==> src/rtl/eth_phy_10g_rx_descrambler.sv <==
// 10GBASE-R receive descrambler (G(x) = 1 + x^39 + x^58) with lock-qualified output
// and sync-header BER monitor (hi_ber) plus a saturating bad-header counter.
module eth_phy_10g_rx_descrambler #(
   parameter int DATA_WIDTH = 64,
   parameter int HDR_WIDTH  = 2,
   parameter int BER_WINDOW = 19531,
   parameter int BER_THRESH = 16
) (
   input  logic                  clk,
   input  logic                  rst,
   input  logic [HDR_WIDTH-1:0]  i_serdes_rx_hdr_align,
   input  logic [DATA_WIDTH-1:0] i_serdes_rx_data_align,
   input  logic                  i_rx_block_lock,
   output logic [HDR_WIDTH-1:0]  o_rx_hdr,
   output logic [DATA_WIDTH-1:0] o_rx_data,
   output logic                  o_rx_valid,
   output logic                  o_rx_high_ber,
   output logic [15:0]           o_rx_bad_hdr_cnt
);

   localparam int SCR_W = 58;
   localparam int WIN_W = $clog2(BER_WINDOW);
   localparam int ERR_W = $clog2(BER_THRESH + 1);
   localparam logic [WIN_W-1:0] WIN_LAST = WIN_W'(BER_WINDOW - 1);
   localparam logic [ERR_W-1:0] THRESH_V = ERR_W'(BER_THRESH);

   logic [SCR_W-1:0]            r_scr_state;
   logic [HDR_WIDTH-1:0]        r_rx_hdr;
   logic [DATA_WIDTH-1:0]       r_rx_data;
   logic                        r_lock_d;
   logic                        r_rx_valid;
   logic [WIN_W-1:0]            r_win_cnt;
   logic [ERR_W-1:0]            r_err_cnt;
   logic                        r_high_ber;
   logic [15:0]                 r_bad_cnt;

   logic [DATA_WIDTH+SCR_W-1:0] w_ext;
   logic [DATA_WIDTH-1:0]       w_descr;
   logic                        w_hdr_bad;
   logic [ERR_W-1:0]            w_err_next;
   logic                        w_win_end;
   logic                        w_err_hit;

   // Line history: bit j of w_ext is the bit received (58 - j) positions before
   // the current block's bit 0; taps at 39 and 58 bits back.
   always_comb begin
      w_ext   = {i_serdes_rx_data_align, r_scr_state};
      w_descr = '0;
      for (int i = 0; i < DATA_WIDTH; i++) begin
         w_descr[i] = w_ext[SCR_W + i] ^ w_ext[19 + i] ^ w_ext[i];
      end
   end

   always_comb begin
      w_hdr_bad  = (i_serdes_rx_hdr_align == 2'b00) || (i_serdes_rx_hdr_align == 2'b11);
      w_err_next = r_err_cnt;
      if (w_hdr_bad && (r_err_cnt != THRESH_V)) begin
         w_err_next = r_err_cnt + ERR_W'(1);
      end
      w_win_end  = (r_win_cnt == WIN_LAST);
      w_err_hit  = (w_err_next == THRESH_V);
   end

   // Descrambler runs on every block so its state tracks the line even unlocked.
   always_ff @(posedge clk or posedge rst) begin
      if (rst) begin
         r_scr_state <= '0;
         r_rx_hdr    <= '0;
         r_rx_data   <= '0;
         r_lock_d    <= 1'b0;
         r_rx_valid  <= 1'b0;
      end else begin
         r_scr_state <= i_serdes_rx_data_align[DATA_WIDTH-1 -: SCR_W];
         r_rx_hdr    <= i_serdes_rx_hdr_align;
         r_rx_data   <= w_descr;
         r_lock_d    <= i_rx_block_lock;
         r_rx_valid  <= i_rx_block_lock & r_lock_d;
      end
   end

   // An invalid header in the last window cycle is folded into the closing window.
   always_ff @(posedge clk or posedge rst) begin
      if (rst) begin
         r_win_cnt  <= '0;
         r_err_cnt  <= '0;
         r_high_ber <= 1'b0;
      end else if (!i_rx_block_lock) begin
         r_win_cnt  <= '0;
         r_err_cnt  <= '0;
         r_high_ber <= 1'b0;
      end else if (w_win_end) begin
         r_win_cnt  <= '0;
         r_err_cnt  <= '0;
         r_high_ber <= w_err_hit;
      end else begin
         r_win_cnt  <= r_win_cnt + WIN_W'(1);
         r_err_cnt  <= w_err_next;
         if (w_err_hit) begin
            r_high_ber <= 1'b1;
         end
      end
   end

   always_ff @(posedge clk or posedge rst) begin
      if (rst) begin
         r_bad_cnt <= '0;
      end else if (i_rx_block_lock && w_hdr_bad && (r_bad_cnt != 16'hFFFF)) begin
         r_bad_cnt <= r_bad_cnt + 16'd1;
      end
   end

   // Valid-only stream: no backpressure, each asserted o_rx_valid is one block.
   assign o_rx_hdr         = r_rx_hdr;
   assign o_rx_data        = r_rx_data;
   assign o_rx_valid       = r_rx_valid;
   assign o_rx_high_ber    = r_high_ber;
   assign o_rx_bad_hdr_cnt = r_bad_cnt;

endmodule

==> config.mk <==
export PLATFORM = sky130hd
export DESIGN_NAME = eth_phy_10g_rx_descrambler
export DESIGN_NICKNAME = d
export VERILOG_FILES = /design/src/rtl/eth_phy_10g_rx_descrambler.sv
export SDC_FILE = /design/constraint.sdc
export NUM_CORES = 1
export LEC_CHECK = 0
export CELL_PAD_IN_SITES_DETAIL_PLACEMENT = 0
export CELL_PAD_IN_SITES_GLOBAL_PLACEMENT = 1
export CORE_ASPECT_RATIO = 0.6
export CORE_MARGIN = 1
export CORE_UTILIZATION = 35
export CTS_BUF_LIST = sky130_fd_sc_hd__clkbuf_16
export DETAILED_ROUTE_END_ITERATION = 10
export PLACE_DENSITY_LB_ADDON = 0.1
export SETUP_SLACK_MARGIN = 0.2
export SLEW_MARGIN = 20
export SYNTH_ARGS = -nofsm -noshare
export SYNTH_HDL_FRONTEND = slang
export SYNTH_SLANG_ARGS = --single-unit
==> constraint.sdc <==
create_clock -name clk -period 5.45 [get_ports clk]
set_clock_uncertainty 0.2 [all_clocks]
set_input_delay 1.09 -clock clk [delete_from_list [all_inputs] [get_ports clk]]
set_output_delay 1.09 -clock clk [all_outputs]
set_load 0.02 [all_outputs]
After elaboration in Yosys (flattened, before gate mapping). Cells that the tools add are included.

Flip-flop bits (word level): 163. Input port bits: 69. Output and inout bits: 84.

$add $sub $neg: 3. Equality and inequality tests: 6. Multiplexer cells: 8. Bitwise logic cells: 129. Reductions and logical operators: 5.

Operators with widths (number): $xor A1 B1 Y1 (128); $mux W15 (2); $add A16 B1 Y16 const B (1); $ne A16 B16 Y1 const B (1); $add A15 B1 Y15 const B (1); $eq A15 B15 Y1 const B (1); $mux W5 (3); $add A5 B1 Y5 const B (1); $eq A5 B5 Y1 const B (1); $ne A5 B5 Y1 const B (1); $logic_and A1 B1 Y1 (3); $mux W1 (3); $ne A3 B1 Y1 const B (1); $eq A2 B2 Y1 const B (1); $logic_not A2 Y1 (1); $and A1 B1 Y1 (1); $logic_or A1 B1 Y1 (1).

Longest topological paths before layout.
Word-level depth: 8. Depth in mapped cells: 6. Gate-level depth less buffers: 5.

Least setup slack after synthesis. Ideal clock, no wire load.

Path kind: input -> register. From: in i_serdes_rx_hdr_align[1]. To: reg r_bad_cnt[8], in the netlist o_rx_bad_hdr_cnt[8]. Arrival: 2.107 ns. Required time: 5.120 ns. Setup slack: 3.012 ns. Stages: 4. Cell sequence: xnor2_2 nand2_1 or4_1 xnor2_1.

Longest elaborated chain between the ends: 4.

RTL lines: start: declaration (RTL line 11) `input logic [HDR_WIDTH-1:0] i_serdes_rx_hdr_align,`; $eq A2 B2 Y1 or $logic_not A2 Y1 (tied branches) (RTL line 55) `w_hdr_bad = (i_serdes_rx_hdr_align == 2'b00) || (i_serdes_rx_hdr_align == 2'b11);`; $logic_or A1 B1 Y1 (*) (RTL line 55); $logic_and A1 B1 Y1 (*) (2 in a row) (RTL line 107) `end else if (i_rx_block_lock && w_hdr_bad && (r_bad_cnt != 16'hFFFF)) begin`; end signal: assignment (RTL line 108) `r_bad_cnt <= r_bad_cnt + 16'd1;`; end: declaration (RTL line 35) `logic [15:0] r_bad_cnt;`.

Every way passes the cells marked *; elsewhere a longest branch is shown, timed or not. A chain may end at the register's enable or synchronous reset.

Final worst setup path.
From: reg r_bad_cnt[5], in the netlist o_rx_bad_hdr_cnt[5]. To: out o_rx_bad_hdr_cnt[5].

RTL lines: end: declaration (RTL line 18) `output logic [15:0] o_rx_bad_hdr_cnt`.

No word-level cell between the ends.

==> results.md <==
| Step | Parameter | Reported |
|:---|:---|:---|
| logic synthesis | Yosys warning total | 0 |
| setup path | Path type of the worst setup path | reg -> out |
| logic synthesis | Synthesized area per cell | 14.18 um^2 |
| place | Port bufs | 152 |
| die | Number of placement rows | 37 |
| hold path | Min-Delay Path Class | reg -> reg |
| die | Area of the core | 17220 um^2 |
| sta | Final worst-path setup slack | 2.594 ns |
| clocking | CTS tree | yes |
| logic synthesis | Predominant post-synthesis flop cell | sky130_fd_sc_hd__dfrtp_1 |
| sta | Max_slew headroom | 0.4062 |
| hold path | Hold-critical path endpoint | o_rx_valid$_DFF_PP0_ |
| drt | DRC violation count after routing | 0 |
| setup path | Worst path buffer plus inverter count | 1 |
| die | Chip width | 173.8 um |
| clocking | Number of sinks on the clock net | 163 |
| sta | Final count of pins violating max slew | 0 |
| drt | Number of optimization iterations in the first detailed-route pass | 4 |
| layout | Number of nets at the end of the flow | 678 |
| grt | Antenna violations before repair | 0 |
| sta | Number of hold violations in the final report | 0 |
| place | Global placement routability congestion | 0.7740 |
| logic synthesis | Synth cell types | 38 |
| setup path | Worst-case register-to-register setup slack | 3.28 ns |
| logic synthesis | Proportion of netlist area held by the largest area contributor | 0.6582 |
| die | Die Outline Area | 18260 um^2 |
| logic synthesis | Post-synthesis sequential element count | 163 |
| die | Boundary Pins | 153 |
| sta | Clock period minus final worst setup slack | 2.856 ns |
| sta | Post-route worst hold slack | 0.2545 ns |
| logic synthesis | Top cells by area, synth | sky130_fd_sc_hd__dfrtp_1 (66%), sky130_fd_sc_hd__xnor2_1 (19%), sky130_fd_sc_hd__xor2_1 (3.4%), sky130_fd_sc_hd__nor2_1 (1.2%), sky130_fd_sc_hd__nand3_1 (1.0%) |
| layout | Most common cell after layout, fill and taps aside | sky130_fd_sc_hd__dfrtp_1 |
| logic synthesis | Largest area contributor in the synthesized netlist | sky130_fd_sc_hd__dfrtp_1 |
| layout | Highest-count cells in the layout ignoring fill and taps | sky130_fd_sc_hd__dfrtp_1 (163), sky130_fd_sc_hd__clkdlybuf4s50_1 (152), sky130_fd_sc_hd__xnor2_1 (134) |
| sta | Total negative slack for setup checks | 0 ns |
| setup path | Critical path startpoint category | register |
| drt | Total number of vias | 3672 |
| grt | Global-route wire length before repair | 21890 um |
| setup path | Maximum cell stage delay along the critical path | 0.66 ns |
| power and ir drop | Power per standard cell area | 383.5 nW/um^2 |
| sta | Worst Max-Slew Pin Slew | 0.8907 ns |
| logic synthesis | Post-Syn Nets | 511 |
| grt | Total track usage | 0.1601 |
| logic synthesis | Sequential fraction of the synthesis area | 0.6582 |
| layout | Synthesis-to-layout area growth | 39.27% |
| sta | Unrepaired setup endpoints after global routing | false |
| place | DP Worst Slack | 2.348 ns |
| sta | Final worst path period share | 0.5240 |
| job | Reported max-cap violation count | 0 |
| power and ir drop | Worst vdd ir | 0.2072 mV |
| hold path | Hold path startpoint | r_lock_d$_DFF_PP0_ |
| drt | Residual antenna-violating net count after detailed routing | 0 |
| clocking | Number of buffers inserted to repair setup after CTS | 0 |
| layout | Final standard cell utilization of the core | 0.5012 |
| setup path | Maximum fanout count along the critical path | 6 |
| grt | Total grt overflow | 0 |
| layout | Fraction of final layout cells with drive strength greater than 1 | 0.06818 |
| layout | Diode insertion count for antenna repair | 0 |
| setup path | Kind of cell adding the most delay to the critical path | buffers and inverters |
| grt | Pin count of the biggest net entering global routing | 164 |
| clocking | H-tree depth reported by CTS | 4 |
| logic synthesis | Cell count after synthesis | 437 |
| drt | Routed via count divided by cell count | 4.320 |
| outcome | Outcome | complete, no violations |
| hold path | Number of stages on the worst hold path | 1 |
| logic synthesis | Synthesized area | 6197 um^2 |
| setup path | FF-to-FF Start | o_rx_bad_hdr_cnt[0]$_DFFE_PP0P_ |
| logic synthesis | Post-synthesis async set-or-reset flop share | 1.000 |
| setup path | Critical path arrival | 1.57 ns |
| sta | Max Clk Rate | 0.3501 GHz |
| clocking | Number of resized instances in the post-cts repair step | 0 |
| clocking | Largest buffer count on any clock path | 2 |
| setup path | Required time worst endpoint | 4.16 ns |
| clocking | Skew-Pair Late Insertion Delay | 0.41 ns |
| drt | Routed wirelength normalized by instance count | 15.98 um |
| power and ir drop | Leak | 3.530 nW |
| setup path | Endpoint of the worst-slack reg-to-reg timing path | o_rx_bad_hdr_cnt[1]$_DFFE_PP0P_ |
| clocking | Clock buffer count from CTS | 17 |
| die | Die height | 105.1 um |
| logic synthesis | Number of flops mapped to enable cells by yosys | 0 |
| sta | Setup violation total in the final timing report | 0 |
| setup path | Worst Reg2Reg Path Length in Cells | 5 |
| setup path | Crit-path cells | clkdlybuf4s50_1 |
| clocking | CTS root buffer | sky130_fd_sc_hd__clkbuf_16 |
| die | Initial cell density of the core | 0.3599 |
| setup path | Crit. End Element | primary output |
| drt | Routed WL | 13580 um |
| grt | Number of global-route vias before repair | 3763 |
| setup path | Critical-path top delay cell | sky130_fd_sc_hd__clkdlybuf4s50_1 |
| clocking | Number of buffers inserted by hold repair at cts | 0 |
| clocking | Clock transition at the register clock pins on the worst setup and hold paths after CTS | 0.06 ns |
| drt | Initial DRC count | 219 |
| place | Detailed placement HPWL | 9768 um |
## sequential cells by signal (all words and copies together) (netlist names)
name / flops
o_rx_bad_hdr_cnt: 16
o_rx_data: 64
o_rx_hdr: 2
o_rx_high_ber: 1
o_rx_valid: 1
r_err_cnt: 5
r_lock_d: 1
r_scr_state: 58
r_win_cnt: 15
## layer usage
| metal | GRT usage | wire [um] | vias to the layer above |
|---|---|---|---|
| met5 | 0 | 0 | - |
| li1 | - | - | 1770 |
| met1 | 0.2532 | 7351 | 1779 |
| met2 | 0.2069 | 5395 | 112 |
| met3 | 0.04185 | 691 | 11 |
| met4 | 0.05138 | 142 | 0 |
## worst max path at each step
stage / cells after the start / slack [ns] / startpoint / endpoint
6_report: 1 / 2.59 / o_rx_bad_hdr_cnt[5]$_DFFE_PP0P_ / o_rx_bad_hdr_cnt[5]
4_1_cts: 1 / 2.59 / o_rx_bad_hdr_cnt[9]$_DFFE_PP0P_ / o_rx_bad_hdr_cnt[9]
3_3_place_gp: 5 / 2.36 / i_serdes_rx_hdr_align[1] / o_rx_bad_hdr_cnt[8]$_DFFE_PP0P_
2_1_floorplan: 1 / 2.09 / rst / o_rx_bad_hdr_cnt[0]$_DFFE_PP0P_
5_1_grt: 1 / 2.54 / o_rx_bad_hdr_cnt[5]$_DFFE_PP0P_ / o_rx_bad_hdr_cnt[5]
3_5_place_dp: 5 / 2.35 / i_serdes_rx_hdr_align[1] / o_rx_bad_hdr_cnt[8]$_DFFE_PP0P_
## power by group
group          leakage (nW)  switching, W  internal (W)
registers              1.96     0.0000922       0.00134
logic                  1.26      0.000303      0.000326
clock network         0.301      0.000516      0.000736
total                  3.53      0.000912       0.00240
## logic make-up (layout without fill, tap and decap cells)
| kind of cell | Yosys count | count (layout) | share of synthesized area |
|---|---|---|---|
| adders and majority gates | 5 | 5 | 0.01009 |
| DFF | 163 | 163 | 0.6582 |
| buffers and inverters | 12 | 191 | 0.007269 |
| xor gates and xnor gates | 159 | 159 | 0.2259 |
| and+or+nand+nor | 85 | 85 | 0.08116 |
| muxes | 3 | 3 | 0.005653 |
| AOI/OAI and AO/OA | 10 | 10 | 0.01171 |
## layout make-up
cell class	count	area, um^2
clock buffers	17	425.4
clock inverters	14	188.9
fillers	1540	8591
inverters	7	30.03
multi-input cells	262	2073
flip-flops and latches	163	4079
well taps	234	292.8
repair buffers	153	1541
## cell usage after synthesis, types with 2 or more instances
cell type and count:
sky130_fd_sc_hd__and4_1 4, sky130_fd_sc_hd__inv_1 7, sky130_fd_sc_hd__clkbuf_1 5, sky130_fd_sc_hd__nand4_1 9
sky130_fd_sc_hd__nor4b_1 2, sky130_fd_sc_hd__nor2_1 20, sky130_fd_sc_hd__mux2i_1 2, sky130_fd_sc_hd__and3_1 6
sky130_fd_sc_hd__xor2_1 24, sky130_fd_sc_hd__a21oi_1 2, sky130_fd_sc_hd__nand4_2 2, sky130_fd_sc_hd__ha_1 5
sky130_fd_sc_hd__nand3_1 13, sky130_fd_sc_hd__dfrtp_1 163, sky130_fd_sc_hd__nor3_1 6, sky130_fd_sc_hd__and2_1 3
sky130_fd_sc_hd__xnor2_1 134, sky130_fd_sc_hd__nand2_1 6, sky130_fd_sc_hd__nor4_1 5
## per-stage QoR
stage,area [um^2],total power (W),std cells
2_1_floorplan,6201,0.001749,437
3_3_place_gp,8016,0.002081,819
3_5_place_dp,8016,0.002088,819
4_1_cts,8631,0.003363,850
5_1_grt,8631,0.003465,850
6_report,8631,0.003310,850
No activity file was read; power rests on OpenSTA's default activity.
